$ cat src/rtl/seq_alu.sv
// seq_alu: registered WIDTH-bit ALU behind a valid/ready handshake, with a shift-add multiplier
// Ports: clk, rst_n (async, active-low); x, y operands and s opcode, captured on in_valid && in_ready;
//        z result with flag_c/flag_z/flag_v, presented while out_valid and consumed on out_ready.
// Vectors use [0:WIDTH-1] indexing, so bit 0 is the MSB.
// Macro SEQ_ALU_FLAGS_EN compiles in the status flags; without it they are tied to 0.
module seq_alu #(
   parameter int WIDTH = 8
) (
   input  logic             clk,
   input  logic             rst_n,
   input  logic [0:WIDTH-1] x,
   input  logic [0:WIDTH-1] y,
   input  logic [0:2]       s,
   input  logic             in_valid,
   output logic             in_ready,
   output logic [0:WIDTH-1] z,
   output logic             out_valid,
   input  logic             out_ready,
   output logic             flag_c,
   output logic             flag_z,
   output logic             flag_v
);
   localparam int H  = WIDTH / 2;
   localparam int CW = $clog2(H) + 1;
`ifdef SEQ_ALU_FLAGS_EN
   localparam int SW = WIDTH + 1;
`else
   localparam int SW = WIDTH;
`endif

   typedef enum logic [1:0] {IDLE, MUL, HOLD} state_t;

   state_t           state, state_nx;
   logic [WIDTH-1:0] a;
   logic [H-1:0]     b;
   logic [CW-1:0]    cnt;
   logic             accept, last;
   logic [SW-1:0]    sum, diff;
   logic [WIDTH-1:0] res, acc_nx;

   assign sum    = SW'(x) + SW'(y);
   assign diff   = SW'(x) - SW'(y);
   assign last   = cnt == CW'(H - 1);
   // z doubles as the product accumulator while the multiply iterates
   assign acc_nx = z + (b[0] ? a : '0);
   assign res    = s == 3'd0 ? ~x :
                   s == 3'd1 ? x | y :
                   s == 3'd2 ? x & y :
                   s == 3'd3 ? x ^ y :
                   s == 3'd4 ? sum[WIDTH-1:0] :
                   s == 3'd5 ? diff[WIDTH-1:0] :
                   {{(WIDTH - 3){1'b0}}, x > y, x == y, x < y};

   always_ff @(posedge clk or negedge rst_n)
      if (!rst_n) state <= IDLE;
      else        state <= state_nx;

   always_comb begin
      in_ready  = state == IDLE || (state == HOLD && out_ready);
      out_valid = state == HOLD;
      accept    = in_valid && in_ready;
      state_nx  = state == MUL ? (last ? HOLD : MUL) :
                  accept ? (s == 3'd7 ? MUL : HOLD) :
                  (state == HOLD && !out_ready) ? HOLD : IDLE;
   end

   always_ff @(posedge clk or negedge rst_n)
      if (!rst_n) begin
         z   <= '0;
         a   <= '0;
         b   <= '0;
         cnt <= '0;
      end else if (accept && s == 3'd7) begin
         z   <= '0;
         a   <= {{(WIDTH - H){1'b0}}, x[H:WIDTH-1]};
         b   <= y[H:WIDTH-1];
         cnt <= '0;
      end else if (accept) begin
         z <= res;
      end else if (state == MUL) begin
         z   <= acc_nx;
         a   <= a << 1;
         b   <= b >> 1;
         cnt <= cnt + 1'b1;
      end

`ifdef SEQ_ALU_FLAGS_EN
   logic c_nx, v_nx;

   // x[0], y[0] and bit WIDTH-1 of sum/diff are the sign bits
   assign c_nx = s == 3'd4 ? sum[WIDTH] : s == 3'd5 ? diff[WIDTH] : 1'b0;
   assign v_nx = s == 3'd4 ? (x[0] == y[0] && sum[WIDTH-1] != x[0]) :
                 s == 3'd5 ? (x[0] != y[0] && diff[WIDTH-1] != x[0]) : 1'b0;

   always_ff @(posedge clk or negedge rst_n)
      if (!rst_n) begin
         flag_c <= 1'b0;
         flag_z <= 1'b0;
         flag_v <= 1'b0;
      end else if (accept && s != 3'd7) begin
         flag_c <= c_nx;
         flag_z <= res == '0;
         flag_v <= v_nx;
      end else if (state == MUL && last) begin
         flag_c <= 1'b0;
         flag_z <= acc_nx == '0;
         flag_v <= 1'b0;
      end
`else
   assign flag_c = 1'b0;
   assign flag_z = 1'b0;
   assign flag_v = 1'b0;
`endif
endmodule

$ cat config.mk
export PLATFORM = sky130hd
export DESIGN_NAME = seq_alu
export DESIGN_NICKNAME = d
export VERILOG_FILES = /design/src/rtl/seq_alu.sv
export SDC_FILE = /design/constraint.sdc
export NUM_CORES = 1
export LEC_CHECK = 0
export ABC_AREA = 0
export BUFFER_PORTS_ARGS = -buffer_cell sky130_fd_sc_hd__buf_4
export CAP_MARGIN = 20
export CORE_MARGIN = 3
export CORE_UTILIZATION = 55
export CTS_CLUSTER_SIZE = 8
export DETAILED_ROUTE_END_ITERATION = 10
export GPL_ROUTABILITY_DRIVEN = 0
export MAX_ROUTING_LAYER = met4
export PLACE_DENSITY = 0.75
export SETUP_SLACK_MARGIN = 0.05
export SYNTH_ARGS = -nofsm -noshare
export SYNTH_HDL_FRONTEND = slang
export SYNTH_SLANG_ARGS = --single-unit
$ cat constraint.sdc
create_clock -name clk -period 4.14 [get_ports clk]
set_input_delay 0.414 -clock clk [delete_from_list [all_inputs] [get_ports clk]]
set_output_delay 0.414 -clock clk [all_outputs]
set_load 0.03 [all_outputs]
==> flow_metrics.py, run 1 <==
metrics = {
    "finish": {
        "drive_gt1_share_pct": 12.7,
        "ff_latch_area_um2": 626,
        "final_common_cell": "buf_4",
        "post-route-util_pct": 61.9,
        "area_growth_pct": 6.25,
        "num_antenna_cells": 0,
        "most-common-layout-cells": "34 x buf_4, 33 x ha_1, 31 x a21oi_1, 31 x nand2_1, 28 x nor2_1",
        "nFillCells": 461,
        "nets": 414,
        "multi_input_area_mm2": 0.00190,
    },
    "floorplanning": {
        "std_cell_rows": 25,
        "die_w_um": 77.7,
        "core_region_area_mm2": 0.00485,
        "ios": 36,
        "start_util_pct": 58.2,
        "die-area_mm2": 0.00603,
        "fp.dieH_um": 77.7,
    },
    "min_path": {
        "hold_class": "primary input to asynchronous set/reset pin",
    },
    "routing": {
        "wl_um": 6710,
        "dr.pass1.iters": 4,
        "wire_per_inst_um": 15.9,
        "first_iter_violations": 196,
        "drcViolationCount": 0,
        "ant_nets": 0,
        "vias": 2488,
        "viasPerCell": 5.91,
    },
    "worst_setup_path": {
        "critPathCaptureType": "register",
        "crit_path_max_fanout": 9,
        "crit_type": "register to register",
        "critPathLaunchType": "register",
        "critical_path.startpoint": "b[0]",
        "arrival_ns": 2.59,
        "worstPathRequired_ns": 4.31,
        "r2r_end": "z[1]",
        "r2r_slack_ns": 1.72,
        "worst-r2r-cell-count": 9,
        "r2r-start": "b[0]",
    },
    "sta": {
        "skew_ns": 0.00616,
        "rsz0062_at_grt": "no",
        "final-hold-violation-count": 0,
        "post-route-min-period_ns": 2.42,
        "fin_tns_setup_ns": 0,
        "maxSlewHeadroom_pct": 41.0,
        "fin_crit_sh_pct": 58.6,
        "final-max-slew-violation-count": 0,
        "tightest_slew_ns": 0.863,
        "setup_viol": 0,
        "clock.fmax_ghz": 0.412,
    },
    "grt": {
        "grt-ovfl-total": 0,
        "grt_pass1_vias": 2419,
        "grt_usage_pct": 23.7,
        "antenna_found_initial": 0,
        "grt_max_degree": 41,
        "grt_pass1_wl_um": 11500,
    },
    "clocking": {
        "hold_buffers": 0,
        "cts_setup_buffers": 0,
        "cts_tree": "done",
        "htree_levels": 1,
        "clk-insertion-delay-late_ns": 0.27,
        "clockBufferDepth": 2,
        "root_buffer": "clkbuf_8",
        "ctsResizeCount": 0,
        "cts-buffers-inserted": 3,
        "path_clk_slew_ns": 0.09,
        "numClockSinks": 25,
    },
    "yosys": {
        "synth_ff_type": "dfrtp_1",
        "yosysSeqAreaShare_pct": 22.2,
        "netlist_area_mm2": 0.00282,
        "synth.area.top_cells": "dfrtp_1 22%, ha_1 15%, a21oi_1 5.5%, nand2_1 4.1%, a211oi_1 4.0%",
        "synth_area_leader_cell": "dfrtp_1",
        "yosysWarnings": 0,
        "ys_ff_latch": 25,
        "synth-edff-count": 0,
        "yosysUniqueCellTypes": 59,
        "synth_area_per_cell_um2": 8.35,
        "postSynthCellCount": 338,
        "synth_top_area_share_pct": 22.2,
        "synthArstFlopShare_pct": 100,
    },
    "place": {
        "portBuffers": 32,
        "dpl.hpwl_um": 5080,
    },
    "job": {
        "maxCapViolations": 0,
    },
    "pwr": {
        "ir_worst_vdd_mv": 0.284,
        "leakagePower_nw": 1.44,
        "power_density_mw_per_mm2": 409,
    },
    "run_status": {
        "run_status": "complete, no violations",
    },
}
==> registers in the layout, indices dropped and copies added, names as in the netlist <==
| signal | cells |
|---|---|
| a | 8 |
| z | 8 |
| b | 4 |
| cnt | 3 |
| state | 2 |
==> area by class of cell <==
| type | instances | area share [%] |
|---|---|---|
| flip-flops and latches | 25 | 20.9 |
| repair buffers | 34 | 8.51 |
| well taps | 67 | 2.79 |
| clock inverters | 1 | 0.167 |
| inverters | 25 | 3.13 |
| multi-input cells | 266 | 63.2 |
| clock buffers | 3 | 1.38 |
==> kinds of logic after synthesis <==
| kind of cell | share of synthesized area [%] |
|---|---|
| AO/OA/AOI/OAI | 26.4 |
| AND/OR/NAND/NOR | 16.0 |
| buffers and inverters | 11.0 |
| adder cells (fa/ha/maj) | 16.7 |
| flip-flops | 22.2 |
| XOR/XNOR | 3.72 |
| multiplexers | 3.90 |
| other | 0.133 |
==> power breakdown <==
part	internal [mW]	switching (mW)	total, mW
clock	0.0675	0.0831	0.151
combinational	0.281	0.370	0.651
sequential	0.339	0.0861	0.425
total	0.688	0.539	1.23
==> through the flow <==
stage / setup slack [ns] / hold slack [ns] / area [um^2] / power, mW / instances
after floorplan: 1.89 / 0.118 / 2830 / 0.903 / 340
after global placement: 1.67 / 0.342 / 2950 / 1.06 / 417
after detailed placement: 1.62 / 0.346 / 2950 / 1.07 / 417
after CTS: 1.72 / 0.0444 / 3000 / 1.23 / 421
after global routing: 1.56 / 0.0477 / 3000 / 1.33 / 421
final: 1.72 / 0.0320 / 3000 / 1.23 / 421
==> per-layer routing <==
layer  vias to the layer above  global-route usage (%)  share of wire (%)
met4                         0                    4.98                1.9
met1                      1154                    33.6                 47
met5                         -                       -                  0
met3                        10                    3.36                6.1
li1                       1231                       -                  -
met2                        93                    36.0                 45
==> worst max-delay path by stage <==
stage,slack (ns),end,depth (start not counted)
CTS,1.72,z[1],9
global route,1.56,z[1],9
global placement,1.67,z[5],10
detailed placement,1.62,z[3],10
finish,1.72,z[1],9
floorplan,1.89,z[5],9
==> Yosys cell counts (5+ instances only) <==
library cell / number
o21ai_1: 10
clkbuf_8: 7
nor3_1: 10
inv_1: 25
a21o_1: 5
a21oi_1: 31
nor2_1: 28
xnor2_1: 10
ha_1: 33
nand2_1: 31
dfrtp_1: 25
a211oi_1: 15
o21ai_0: 11
mux2i_1: 11
and2_1: 7
==> critical path: stages, from the launching register on <==
cell      delay (ns)
dfrtp_1         0.49
and2_1          0.21
ha_1            0.22
fa_1            0.43
a211oi_1        0.28
o21bai_1        0.13
a21oi_1         0.18
xnor2_1         0.08
a221oi_1        0.24
nor2_1          0.06
Power figures use the tool's default switching activity.
==> run 2: changes to the inputs <==
ABC_AREA = 1   (was 0)
clock period = 2.32 ns   (was 4.14 ns; I/O delays follow)
==> flow_metrics.py, run 2 <==
metrics = {
    "finish": {
        "nFillCells": 446,
        "top_regs": "a: 8 flops, z: 8 flops, b: 4 flops",
        "drive_gt1_share_pct": 14.5,
        "fin_cells": 523,
        "ff_latch_area_um2": 627,
        "area_growth_pct": 13.3,
        "final_common_cell": "nand2_1",
        "nets": 516,
        "stdcell_area_mm2": 0.00319,
        "multi_input_area_mm2": 0.00185,
        "num_antenna_cells": 0,
        "most-common-layout-cells": "124 x nand2_1, 68 x inv_1, 37 x buf_4",
    },
    "sta": {
        "setup_viol": 0,
        "rsz0062_at_grt": "no",
        "skew_ns": 0.00539,
        "fin_crit_sh_pct": 90.5,
        "post-route-min-period_ns": 2.10,
        "clock.fmax_ghz": 0.476,
        "fin_tns_setup_ns": 0,
        "final-max-slew-violation-count": 0,
        "final-hold-violation-count": 0,
    },
    "yosys": {
        "synth_top_family_by_area": "simple AND/OR/NAND/NOR gates",
        "synth_compound_area_share_pct": 13.0,
        "netlist_area_mm2": 0.00282,
        "synth.area.top_cells": "dfrtp_1 22%, nand2_1 17%, ha_1 15%, inv_1 9.1%, nand3_1 6.4%",
        "postSynthCellCount": 422,
        "synthArstFlopShare_pct": 100,
        "synth-edff-count": 0,
        "synth_ff_type": "dfrtp_1",
        "yosysUniqueCellTypes": 41,
        "synth_xor_area_share_pct": 2.18,
        "synthMuxAreaShare_pct": 0,
        "yosysSeqAreaShare_pct": 22.2,
        "ys_ff_latch": 25,
        "yosysWarnings": 0,
        "synth_area_leader_cell": "dfrtp_1",
        "yosys.area_share.simple_pct": 33.1,
        "synthAdderAreaFrac_pct": 16.8,
        "synth_top_area_share_pct": 22.2,
        "yosysMostFrequentCell": "nand2_1",
        "synth_area_per_cell_um2": 6.67,
        "synth.top_cells.by_count": "124 x nand2_1, 68 x inv_1, 36 x nand3_1, 33 x ha_1, 28 x a21oi_1",
    },
    "routing": {
        "dr.pass1.iters": 5,
        "wl_um": 6940,
        "ant_nets": 0,
        "first_iter_violations": 238,
        "vias": 2775,
        "drcViolationCount": 0,
        "viasPerCell": 5.31,
        "wire_per_inst_um": 13.3,
    },
    "clocking": {
        "clk-insertion-delay-late_ns": 0.27,
        "clockBufferDepth": 2,
        "cts-buffers-inserted": 3,
        "path_clk_slew_ns": 0.10,
        "root_buffer": "clkbuf_8",
        "htree_levels": 1,
        "numClockSinks": 25,
        "cts_tree": "done",
    },
    "pwr": {
        "ir_worst_vdd_mv": 0.525,
        "finalPower_mw": 2.41,
        "leakagePower_nw": 1.83,
        "power_density_mw_per_mm2": 755,
    },
    "floorplanning": {
        "start_util_pct": 58.1,
        "core_region_area_mm2": 0.00485,
        "std_cell_rows": 25,
        "die_w_um": 77.6,
        "die-area_mm2": 0.00602,
        "fp.dieH_um": 77.6,
        "ios": 36,
    },
    "worst_setup_path": {
        "endpoint": "z[1]",
        "crit_path_max_fanout": 4,
        "r2r_end": "z[1]",
        "critPathCaptureType": "register",
        "arrival_ns": 2.28,
        "crit_type": "register to register",
        "r2r-start": "b[0]",
        "worstPathRequired_ns": 2.50,
        "critical_path.startpoint": "b[0]",
        "critPathLaunchType": "register",
        "r2r_slack_ns": 0.22,
        "worst-r2r-cell-count": 14,
    },
    "grt": {
        "grt_max_degree": 26,
        "grt_usage_pct": 24.5,
        "grt_pass1_wl_um": 11900,
        "antenna_found_initial": 0,
        "grt-ovfl-total": 0,
        "grt_pass1_vias": 2636,
    },
    "job": {
        "maxCapViolations": 0,
    },
    "place": {
        "post_dp_cell_area_mm2": 0.00311,
        "portBuffers": 32,
        "placed_cells": 516,
        "dpl.hpwl_um": 5540,
    },
    "run_status": {
        "run_status": "complete, no violations",
    },
    "min_path": {
        "hold_class": "primary input to register",
    },
}
run 2: cell types whose count changed after synthesis, moves of 7 or more:
| cell | change |
|---|---|
| nand2_1 | +93 |
| and2_1 | -7 |
| nor3_1 | -9 |
| mux2i_1 | -11 |
| inv_1 | +43 |
| nor2_1 | -10 |
| clkbuf_8 | -7 |
| nand3_1 | +34 |
| a211oi_1 | -15 |
| inv_2 | +9 |
run 2: where the power goes:
part           internal (mW)  leakage, nW  switching [mW]
combinational          0.534         1.48           0.837
clock                  0.126       0.0261           0.153
sequential             0.626        0.316           0.134
total                   1.29         1.83            1.12
run 2: logic make-up (layout without fill, tap and decap cells):
family / count (synthesis) / count (layout)
AOI/OAI and AO/OA: 63 / 63
xor gates and xnor gates: 7 / 7
adders and majority gates: 36 / 36
buffers and inverters: 88 / 120
DFF: 25 / 25
other: 1 / 3
and+or+nand+nor: 202 / 202
run 2: what timing repair did:
action / in CTS / in global routing
endpoints found under the setup margin: 0 / 1
endpoints found under the hold margin: 25 / 0
hold buffers: 1 / 0
setup buffers: 0 / 2
gates resized for setup: 0 / 2
run 2: cell type report:
class / instances / share of cell area [%]
repair buffers: 38 / 9.02
clock buffers: 3 / 1.29
inverters: 78 / 9.25
multi-input cells: 311 / 57.9
flip-flops and latches: 25 / 19.6
well taps: 67 / 2.63
clock inverters: 1 / 0.274
run 2: worst min path at each step:
stage / startpoint / endpoint / slack [ns] / depth (start not counted)
global route: x[4] / a[3] / 0.21 / 3
finish: x[5] / a[2] / 0.20 / 3
CTS: x[5] / a[2] / 0.20 / 3
detailed placement: rst_n / z[2] / 0.16 / 1
global placement: rst_n / z[2] / 0.15 / 1
floorplan: rst_n / a[0] / -0.06 / 0
run 2: routing by layer:
layer | track usage, % | vias to the layer above | routed length, um
met5 | - | - | 0
met4 | 4.63 | 0 | 75
met3 | 4.41 | 10 | 443
met2 | 38.0 | 102 | 3140
met1 | 33.9 | 1250 | 3280
li1 | - | 1413 | -
run 2: through the flow:
step	utilization (%)	worst slack (ns)	hold WS [ns]
floorplan	-	0.265	-0.0636
global placement	64.2	0.249	0.149
detailed placement	64.2	0.167	0.155
CTS	65.4	0.149	0.199
global route	65.8	0.0390	0.215
finish	65.8	0.220	0.202
run 2: critical path, stage by stage (launching register included):
cell and delay (ns):
dfrtp_2 0.44, nand2_1 0.08, inv_1 0.04, ha_1 0.20, fa_1 0.41, nand3_1 0.09
nand3_1 0.10, nand2_1 0.08, nand2_1 0.06, a21oi_2 0.14, nor2_1 0.05, o21ai_0 0.15
inv_1 0.05, nand2_1 0.06, nand2_1 0.04
==> run 3: changes to the inputs <==
==> constraint.sdc (replaced) <==
create_clock -name clk -period 2.32 [get_ports clk]
set_input_delay 0.464 -clock clk [delete_from_list [all_inputs] [get_ports clk]]
set_output_delay 0.464 -clock clk [all_outputs]
set_load 0.03 [all_outputs]
==> flow_metrics.py, run 3 (same netlist as run 2, synthesis figures left out) <==
metrics = {
    "job": {
        "maxCapViolations": 0,
    },
    "floorplanning": {
        "die-area_mm2": 0.00602,
        "fp.dieH_um": 77.6,
        "std_cell_rows": 25,
        "ios": 36,
        "core_region_area_mm2": 0.00485,
        "start_util_pct": 58.1,
        "die_w_um": 77.6,
    },
    "routing": {
        "ant_nets": 0,
        "dr.pass1.iters": 5,
        "drcViolationCount": 0,
        "first_iter_violations": 219,
        "wire_per_inst_um": 13.4,
        "vias": 2804,
        "wl_um": 7000,
        "wl_met2_um": 3140,
        "dr.max_layer_used": "met4",
        "wl_met1_um": 3300,
        "viasPerCell": 5.37,
        "route.met3.wl_um": 533,
    },
    "clocking": {
        "clockBufferDepth": 2,
        "cts_setup_buffers": 0,
        "htree_levels": 1,
        "ctsResizeCount": 0,
        "path_clk_slew_ns": 0.10,
        "hold_buffers": 0,
        "cts_tree": "done",
        "root_buffer": "clkbuf_8",
        "clk-insertion-delay-late_ns": 0.28,
        "numClockSinks": 25,
        "cts-buffers-inserted": 3,
    },
    "grt": {
        "grt_usage_pct": 24.9,
        "grt_pass1_wl_um": 12000,
        "grt-ovfl-total": 0,
        "grt_pass1_vias": 2559,
        "antenna_found_initial": 0,
        "grt_max_degree": 26,
    },
    "finish": {
        "area_growth_pct": 12.8,
        "final_common_cell": "nand2_1",
        "drive_gt1_share_pct": 14.1,
        "nFillCells": 467,
        "nets": 515,
        "top_regs": "a: 8 flops, z: 8 flops, b: 4 flops",
        "most-common-layout-cells": "124 x nand2_1, 68 x inv_1, 37 x buf_4",
        "num_antenna_cells": 0,
    },
    "place": {
        "portBuffers": 32,
        "dpl.hpwl_um": 5600,
    },
    "pwr": {
        "power_density_mw_per_mm2": 752,
        "leakagePower_nw": 1.82,
        "finalPower_mw": 2.39,
        "ir_worst_vdd_mv": 0.514,
    },
    "worst_setup_path": {
        "critPathLaunchType": "register",
        "worstPathRequired_ns": 2.50,
        "critPathCaptureType": "register",
        "crit_path_max_fanout": 3,
        "arrival_ns": 2.29,
        "crit_type": "register to register",
    },
    "sta": {
        "fin_crit_sh_pct": 90.8,
        "final-hold-violation-count": 0,
        "final-max-slew-violation-count": 0,
        "skew_ns": 0.00165,
        "clock.fmax_ghz": 0.475,
        "setup_viol": 0,
        "post-route-min-period_ns": 2.11,
        "fin_tns_setup_ns": 0,
        "rsz0062_at_grt": "no",
    },
    "run_status": {
        "run_status": "complete, no violations",
    },
    "min_path": {
        "hold_class": "primary input to asynchronous set/reset pin",
    },
}
-- run 3: metrics by stage --
step / util (%) / hold WS, ns / std cells / setup WS, ns / instance area (um^2)
floorplan: - / 0.168 / 424 / 0.265 / 2820
detailed placement: 64.5 / 0.386 / 518 / 0.112 / 3130
finish: 65.5 / 0.0694 / 522 / 0.213 / 3180
global placement: 64.5 / 0.389 / 518 / 0.149 / 3130
global route: 65.5 / 0.0827 / 522 / 0.0776 / 3180
CTS: 65.5 / 0.0766 / 522 / 0.217 / 3180
-- run 3: final cells by class --
| type | count | area [um^2] | area share [%] |
|---|---|---|---|
| tap | 67 | 83.8 | 2.64 |
| sequential | 25 | 626 | 19.7 |
| inverter | 78 | 295 | 9.29 |
| clock buffer | 3 | 41.3 | 1.30 |
| multi-input combinational | 311 | 1840 | 58.1 |
| timing repair buffer | 37 | 278 | 8.74 |
| clock inverter | 1 | 8.76 | 0.276 |
-- run 3: critical path, stage by stage (launching register included) --
cell     delay [ns]
dfrtp_1        0.41
nand2_1        0.07
inv_1          0.04
ha_1           0.20
fa_1           0.43
nand3_1        0.10
nand3_1        0.11
nand2_1        0.08
nand2_1        0.05
a21oi_1        0.17
nor2_1         0.06
o21ai_0        0.15
inv_1          0.05
nand2_1        0.06
nand2_1        0.04
-- run 3: final timing paths --
path                            depth (start not counted)  startpoint  slack, ns    to
max in group asynchronous                               1       rst_n       2.01  b[0]
worst max-delay path                                   14        b[0]       0.21  z[1]
worst max register to register                         14        b[0]       0.21  z[1]
min in group clk                                        3        x[5]       0.45  a[2]
worst min-delay path                                    1       rst_n       0.07  z[4]
worst min register to register                          2        z[2]       0.53  z[2]
-- run 3: report_power, final --
group,internal [mW],leakage (nW),switching (mW)
sequential,0.624,0.317,0.134
combinational,0.524,1.48,0.824
clock,0.126,0.0261,0.157
-- run 3: per-layer routing --
layer / track usage, % / up-vias
met2: 38.6 / 121
met1: 35.2 / 1265
met3: 4.87 / 6
met5: - / -
met4: 2.14 / 0
li1: - / 1412
